File: config.mk
export PLATFORM = sky130hd
export DESIGN_NAME = uart_cmd_master
export DESIGN_NICKNAME = d
export VERILOG_FILES = /design/src/rtl/uart_cmd_master.sv
export SDC_FILE = /design/constraint.sdc
export NUM_CORES = 1
export LEC_CHECK = 0
export ABC_AREA = 0
export BUFFER_PORTS_ARGS = -buffer_cell sky130_fd_sc_hd__buf_4
export CAP_MARGIN = 20
export CORE_MARGIN = 1.5
export CORE_UTILIZATION = 53
export CTS_CLUSTER_DIAMETER = 50
export CTS_CLUSTER_SIZE = 24
export DETAILED_ROUTE_END_ITERATION = 6
export GPL_TIMING_DRIVEN = 0
export PLACE_DENSITY = 0.76
export SLEW_MARGIN = 20
export SYNTH_ARGS = -nofsm -noshare
export SYNTH_HDL_FRONTEND = slang
export SYNTH_SLANG_ARGS = --single-unit
File: constraint.sdc
create_clock -name s_clk_50m -period 5.6 [get_ports s_clk_50m]
set_input_delay 0.28 -clock s_clk_50m [delete_from_list [all_inputs] [get_ports s_clk_50m]]
set_output_delay 0.28 -clock s_clk_50m [all_outputs]
set_load 0.01 [all_outputs]
File: src/rtl/uart_cmd_master.sv
// uart_cmd_master: turns a register read/write request into an ASCII command
// line for a UART transmitter, then parses the device's one-line reply from
// the UART receiver and returns a one-cycle response with status and read data.
//
// Handshake: a request is accepted on any clock edge where req_valid and
// req_ready are both 1. req_ready is high only while idle. The requester must
// hold req_write/req_addr/req_data stable while req_valid is high. They are
// sampled once, at the accepting edge. The response is a single-cycle
// rsp_valid pulse with no back-pressure. rsp_status/rsp_data stay stable
// until the next response.
module uart_cmd_master #(
  parameter int TIMEOUT_CYCLES = 5000000
) (
  input  logic        s_clk_50m,
  input  logic        s_rst,
  input  logic        req_valid,
  output logic        req_ready,
  input  logic        req_write,
  input  logic [7:0]  req_addr,
  input  logic [31:0] req_data,
  output logic        tx_start,
  output logic [7:0]  tx_data,
  input  logic        tx_busy,
  input  logic        rx_done,
  input  logic [7:0]  rx_data,
  output logic        rsp_valid,
  output logic [1:0]  rsp_status,
  output logic [31:0] rsp_data
);

  typedef enum logic [2:0] {
    IDLE    = 3'd0,
    SEND    = 3'd1,
    WAIT_TX = 3'd2,
    RECV    = 3'd3,
    DONE    = 3'd4
  } state_t;

  localparam logic [7:0]  CH_CR = 8'h0D;
  localparam logic [7:0]  CH_LF = 8'h0A;
  localparam logic [7:0]  CH_SP = 8'h20;
  localparam logic [7:0]  CH_W  = 8'h57;
  localparam logic [7:0]  CH_R  = 8'h52;

  // "FAIL" and "OK" as packed ASCII, oldest character in the top byte
  localparam logic [31:0] LINE_FAIL = 32'h4641_494C;
  localparam logic [15:0] LINE_OK   = 16'h4F4B;

  localparam logic [1:0]  ST_OK      = 2'd0;
  localparam logic [1:0]  ST_FAIL    = 2'd1;
  localparam logic [1:0]  ST_TIMEOUT = 2'd2;
  localparam logic [1:0]  ST_PROTO   = 2'd3;

  localparam logic [31:0] TO_LAST = 32'(TIMEOUT_CYCLES - 1);

  // Current FSM state. Its name is kept stable so checkers can bind to it.
  state_t      state;
  state_t      state_nxt;

  // latched command
  logic        cmd_write;
  logic [7:0]  cmd_addr;
  logic [31:0] cmd_data;

  // transmit sequencing
  logic [3:0]  byte_idx;
  logic [3:0]  last_idx;
  logic        wait_first;
  logic [7:0]  frame_byte;
  logic [3:0]  data_nib;

  // reply parser
  logic [31:0] to_cnt;
  logic [31:0] acc;
  logic [31:0] line_tail;
  logic [3:0]  line_len;
  logic        line_all_hex;
  logic        rx_hex_ok;
  logic [3:0]  rx_nib;
  logic [1:0]  line_status;
  logic [31:0] line_data;

  // decoded events
  logic        accept;
  logic        tx_fire;
  logic        tx_done;
  logic        rx_take;
  logic        rx_is_cr;
  logic        rx_is_lf;
  logic        line_end;
  logic        timeout_hit;

  function automatic logic [7:0] nib_ascii(input logic [3:0] nib);
    if (nib < 4'd10) return 8'h30 + {4'h0, nib};
    else             return 8'h37 + {4'h0, nib};
  endfunction

  assign accept      = (state == IDLE) && req_valid;
  assign last_idx    = cmd_write ? 4'd14 : 4'd5;
  assign tx_fire     = (state == SEND) && !tx_busy;
  assign tx_done     = (state == WAIT_TX) && !wait_first && !tx_busy;
  assign rx_take     = (state == RECV) && rx_done;
  assign rx_is_cr    = (rx_data == CH_CR);
  assign rx_is_lf    = (rx_data == CH_LF);
  assign line_end    = rx_take && rx_is_lf && (line_len != 4'd0);
  assign timeout_hit = (state == RECV) && (to_cnt == TO_LAST);

  // Data nibble for write-frame bytes 5..12, most significant first.
  always_comb begin
    data_nib = 4'h0;
    case (byte_idx)
      4'd5:    data_nib = cmd_data[31:28];
      4'd6:    data_nib = cmd_data[27:24];
      4'd7:    data_nib = cmd_data[23:20];
      4'd8:    data_nib = cmd_data[19:16];
      4'd9:    data_nib = cmd_data[15:12];
      4'd10:   data_nib = cmd_data[11:8];
      4'd11:   data_nib = cmd_data[7:4];
      4'd12:   data_nib = cmd_data[3:0];
      default: data_nib = 4'h0;
    endcase
  end

  // Byte of the command frame selected by byte_idx.
  always_comb begin
    frame_byte = 8'h00;
    if (cmd_write) begin
      case (byte_idx)
        4'd0:    frame_byte = CH_W;
        4'd1:    frame_byte = CH_SP;
        4'd2:    frame_byte = nib_ascii(cmd_addr[7:4]);
        4'd3:    frame_byte = nib_ascii(cmd_addr[3:0]);
        4'd4:    frame_byte = CH_SP;
        4'd13:   frame_byte = CH_CR;
        4'd14:   frame_byte = CH_LF;
        4'd15:   frame_byte = 8'h00;
        default: frame_byte = nib_ascii(data_nib);
      endcase
    end else begin
      case (byte_idx)
        4'd0:    frame_byte = CH_R;
        4'd1:    frame_byte = CH_SP;
        4'd2:    frame_byte = nib_ascii(cmd_addr[7:4]);
        4'd3:    frame_byte = nib_ascii(cmd_addr[3:0]);
        4'd4:    frame_byte = CH_CR;
        4'd5:    frame_byte = CH_LF;
        default: frame_byte = 8'h00;
      endcase
    end
  end

  // Decode an ASCII hex digit of either case into its nibble value.
  always_comb begin
    rx_hex_ok = 1'b0;
    rx_nib    = 4'h0;
    if (rx_data >= 8'h30 && rx_data <= 8'h39) begin
      rx_hex_ok = 1'b1;
      rx_nib    = rx_data[3:0];
    end else if ((rx_data >= 8'h41 && rx_data <= 8'h46) ||
                 (rx_data >= 8'h61 && rx_data <= 8'h66)) begin
      rx_hex_ok = 1'b1;
      rx_nib    = rx_data[3:0] + 4'd9;
    end
  end

  // Classify the terminated line. FAIL outranks everything else.
  always_comb begin
    line_status = ST_PROTO;
    line_data   = 32'h0;
    if (line_len == 4'd4 && line_tail == LINE_FAIL) begin
      line_status = ST_FAIL;
    end else if (cmd_write && line_len == 4'd2 && line_tail[15:0] == LINE_OK) begin
      line_status = ST_OK;
    end else if (!cmd_write && line_len == 4'd8 && line_all_hex) begin
      line_status = ST_OK;
      line_data   = acc;
    end
  end

  // State register. Reset abandons any frame in progress.
  always_ff @(posedge s_clk_50m or posedge s_rst) begin
    if (s_rst) state <= IDLE;
    else       state <= state_nxt;
  end

  // Next-state logic and the per-state outputs.
  always_comb begin
    state_nxt = state;
    req_ready = 1'b0;
    tx_start  = 1'b0;
    tx_data   = 8'h00;
    rsp_valid = 1'b0;
    case (state)
      IDLE: begin
        req_ready = 1'b1;
        if (req_valid) state_nxt = SEND;
      end
      SEND: begin
        tx_data = frame_byte;
        if (!tx_busy) begin
          tx_start  = 1'b1;
          state_nxt = WAIT_TX;
        end
      end
      WAIT_TX: begin
        if (tx_done) state_nxt = (byte_idx == last_idx) ? RECV : SEND;
      end
      RECV: begin
        // timeout is checked first so it wins over a simultaneous LF
        if (timeout_hit || line_end) state_nxt = DONE;
      end
      DONE: begin
        rsp_valid = 1'b1;
        state_nxt = IDLE;
      end
      default: state_nxt = IDLE;
    endcase
  end

  // Command latch and transmit byte sequencing.
  always_ff @(posedge s_clk_50m or posedge s_rst) begin
    if (s_rst) begin
      cmd_write  <= 1'b0;
      cmd_addr   <= 8'h00;
      cmd_data   <= 32'h0;
      byte_idx   <= 4'd0;
      wait_first <= 1'b0;
    end else begin
      if (accept) begin
        cmd_write <= req_write;
        cmd_addr  <= req_addr;
        cmd_data  <= req_data;
        byte_idx  <= 4'd0;
      end
      if (tx_fire) wait_first <= 1'b1;
      else if (state == WAIT_TX) wait_first <= 1'b0;
      if (tx_done && byte_idx != last_idx) byte_idx <= byte_idx + 4'd1;
    end
  end

  // Reply parser and timeout counter. The counter runs from RECV entry only.
  always_ff @(posedge s_clk_50m or posedge s_rst) begin
    if (s_rst) begin
      to_cnt       <= 32'h0;
      acc          <= 32'h0;
      line_tail    <= 32'h0;
      line_len     <= 4'd0;
      line_all_hex <= 1'b1;
    end else begin
      if (accept) begin
        to_cnt       <= 32'h0;
        acc          <= 32'h0;
        line_tail    <= 32'h0;
        line_len     <= 4'd0;
        line_all_hex <= 1'b1;
      end else if (state == RECV) begin
        to_cnt <= to_cnt + 32'd1;
        if (rx_take && !rx_is_cr && !rx_is_lf) begin
          if (line_len != 4'd15) line_len <= line_len + 4'd1;
          line_tail <= {line_tail[23:0], rx_data};
          if (rx_hex_ok) acc <= {acc[27:0], rx_nib};
          else           line_all_hex <= 1'b0;
        end
      end else begin
        to_cnt <= 32'h0;
      end
    end
  end

  // Response registers, updated only when a response is produced.
  always_ff @(posedge s_clk_50m or posedge s_rst) begin
    if (s_rst) begin
      rsp_status <= ST_OK;
      rsp_data   <= 32'h0;
    end else if (timeout_hit) begin
      rsp_status <= ST_TIMEOUT;
      rsp_data   <= 32'h0;
    end else if (line_end) begin
      rsp_status <= line_status;
      rsp_data   <= line_data;
    end
  end

endmodule

==> metrics.txt <==
Root Buffer=clkbuf_16; Die Span Y=132 um; Post-route DRC=0; P_sw=0.00158 W; Main synth FF type=dfrtp_1; Synth warnings=0; post-synthesis compound-gate area fraction=0.106; Post-synth ARST share=1.00; post-cts resize count=0; Comb power frac=0.280; final instance area=0.0104 sq mm; Hold Path End=cmd_data[17]; fmax=247 MHz; Synth Area in Simple Gates=0.227; average cell area after synthesis=9.51 sq um; Seq/Total Area, Yosys=0.525; pre-CTS WS=2.05 ns; Synth cell types=62; Vias=7038; post-synthesis xor/xnor area fraction=0.0370; pwr/cell area=430 mW/mm^2; core area=0.0160 sq mm; fin util=0.651; cell area after synthesis=0.00877 sq mm; Slew Limit Fails=0; clock period minus final worst setup slack=4.06 ns; top post-synthesis cells by area=dfrtp_1 52%, nand2_1 8.9%, mux2i_1 4.2%, nor2_1 3.8%, a22o_1 3.3%; Syn-to-layout area delta=18.8%; switching portion of total power=0.353; r2r setup slk=3.00 ns; initial antenna violation count=0; post-CTS setup buffers=0; Worst VDD drop=239 uV; Bufs on Longest Clock Path=2; largest family of logic cells by synthesized area=simple AND/OR/NAND/NOR gates; Clock Skew=0.00972 ns; sequential group share of total power=0.440; I/O pin total=99; Setup WS post-layout=1.54 ns; cts bufs inserted=17; syn nets=991; Avg WL per Cell=15.6 um; final WL=19800 um; maxcap violations=0; die area=0.0173 sq mm; Fill cells=1336; htree depth=4; Layout Cells excl Fill=1268; Worst EP arrival=3.78 ns; Total GRT Usage=0.238; cts hold-fix bufs=1; status=finished, final reports clean; RSZ-0062 raised after global routing=no; power share of the clock group=0.279; hold path depth=3; most common cell after layout, fill and taps aside=nand2_1; drt first pass iters=6; placed cells=1235; clock slew at reported path FFs=0.07 ns; crit start category=flop; crit end category=output pin; Final Hold Viols=0; Initial DRC Count=529; Worst-Skew Late Latency=0.43 ns; Seq cells post-synth=184; Total Nets Final=1108; final setup fails=0; Slew @ Worst Pin=0.963 ns; Synth Instances=922; Placer Congestion=0.904; Hold Crit Class=in -> reg; area leader, netlist=dfrtp_1; Leak Pwr=5.03 nW; first-pass GRT wire length=33500 um; Final HPWL DP=13800 um; period utilization=0.724; CTS Sinks=184; headroom to the max-slew limit=0.353; worst reg2reg startpoint=to_cnt[0]; post-synthesis mux area share=0.0448; Fin Setup TNS=0 ns; worst-path fanout max=10; CP Class=reg -> out; total grt overflow=0; highest-count cells in the layout ignoring fill and taps=209 x nand2_1, 183 x dfrtp_1, 99 x buf_4, 88 x nor2_1, 52 x nand3_1; Port-buffer cells=96; R2R Path End=rsp_data[0]; vias in the first global route=6870; CTS tree=built; antenna diode count=0; Post-synth EDFFs=0; FP Rows=46; hold_sp=req_data[17]; DR vias/cell=5.55; Adder-Cell Fraction of Synth Area=0.0214; Post-Place Cell Area=0.00979 sq mm; Pint=0.00290 W; share of the synthesized area in the top cell type=0.522; Critical Path RT=5.32 ns; reg2reg path depth=8; Initial Util=0.548; chip width=132 um; pin count of the biggest net entering global routing=103; DRT antenna net count=0; layout cell share with drive strength beyond 1=0.147
Yosys cell counts, drive strengths merged (6+ instances only):
library cell  count
buf              18
nand4            12
nand3            52
nand2           209
dfrtp           183
nand2b            6
inv              24
a21oi            18
xor2             15
nor2             88
a22o             33
ha               15
nor3             15
mux2i            37
nor4b            10
o22ai             8
clkbuf           35
o21ai            36
xnor2            22
layer usage:
layer,share of wire,track usage,wire [um]
met5,0,0,0
met4,0.014,0.0710,275
met3,0.047,0.0505,940
met2,0.49,0.389,9730
met1,0.45,0.319,8890
power by group through the flow:
stage | Combinational, W | Clock [W] | Sequential (W)
after floorplan | 0.000957 | 0 | 0.00190
after global placement | 0.00120 | 0 | 0.00198
after detailed placement | 0.00124 | 0 | 0.00199
after CTS | 0.00126 | 0.00126 | 0.00197
after global routing | 0.00143 | 0.00132 | 0.00202
final | 0.00126 | 0.00125 | 0.00197
through the flow:
step	hold slack (ns)	total power, W
final	0.0321	0.00448
after global routing	0.0345	0.00477
after CTS	0.0212	0.00449
after detailed placement	0.402	0.00323
after global placement	0.457	0.00318
after floorplan	0.385	0.00285
flip-flops by register name (all words and copies together), names as in the netlist:
signal and flops:
line_tail 32, to_cnt 32, cmd_write 1, line_len 4, cmd_addr 8, acc 32
state 3, rsp_status 2, byte_idx 4, line_all_hex 1, cmd_data 32, wait_first 1
rsp_data 32
how the worst max path moves through the flow:
stage,start,to,slack (ns)
floorplan,s_rst,acc[0],0.32
global route,byte_idx[0],tx_data[1],1.29
finish,byte_idx[0],tx_data[2],1.54
detailed placement,byte_idx[0],tx_data[2],2.05
CTS,byte_idx[0],tx_data[2],1.56
global placement,s_rst,cmd_data[16],-1.56
cell type report:
class | count | area [sq um] | share of cell area
plain buffers | 53 | 243 | 0.0233
well taps | 216 | 270 | 0.0259
flip-flops and latches | 184 | 4610 | 0.442
clock inverters | 15 | 189 | 0.0181
multi-input cells | 661 | 3830 | 0.368
clock buffers | 17 | 425 | 0.0408
repair buffers | 98 | 758 | 0.0728
inverters | 24 | 97.6 | 0.00937
cell families after synthesis:
family | count (synthesis)
AOI/OAI and AO/OA | 134
muxes | 39
adders and majority gates | 15
other | 1
xor gates and xnor gates | 37
and+or+nand+nor | 435
buffers and inverters | 77
DFF | 184
worst max-delay path, cell delays in order, from the launching register on:
cell and delay [ns]:
dfrtp_1 0.47, ha_1 0.23, clkbuf_1 0.22, clkbuf_1 0.30
a222oi_1 0.40, o21ai_0 0.15, a21oi_1 0.27, ha_1 0.22
inv_1 0.06, or4b_1 0.52, a311oi_1 0.33, buf_4 0.18
(Power assumes the default switching activity.)
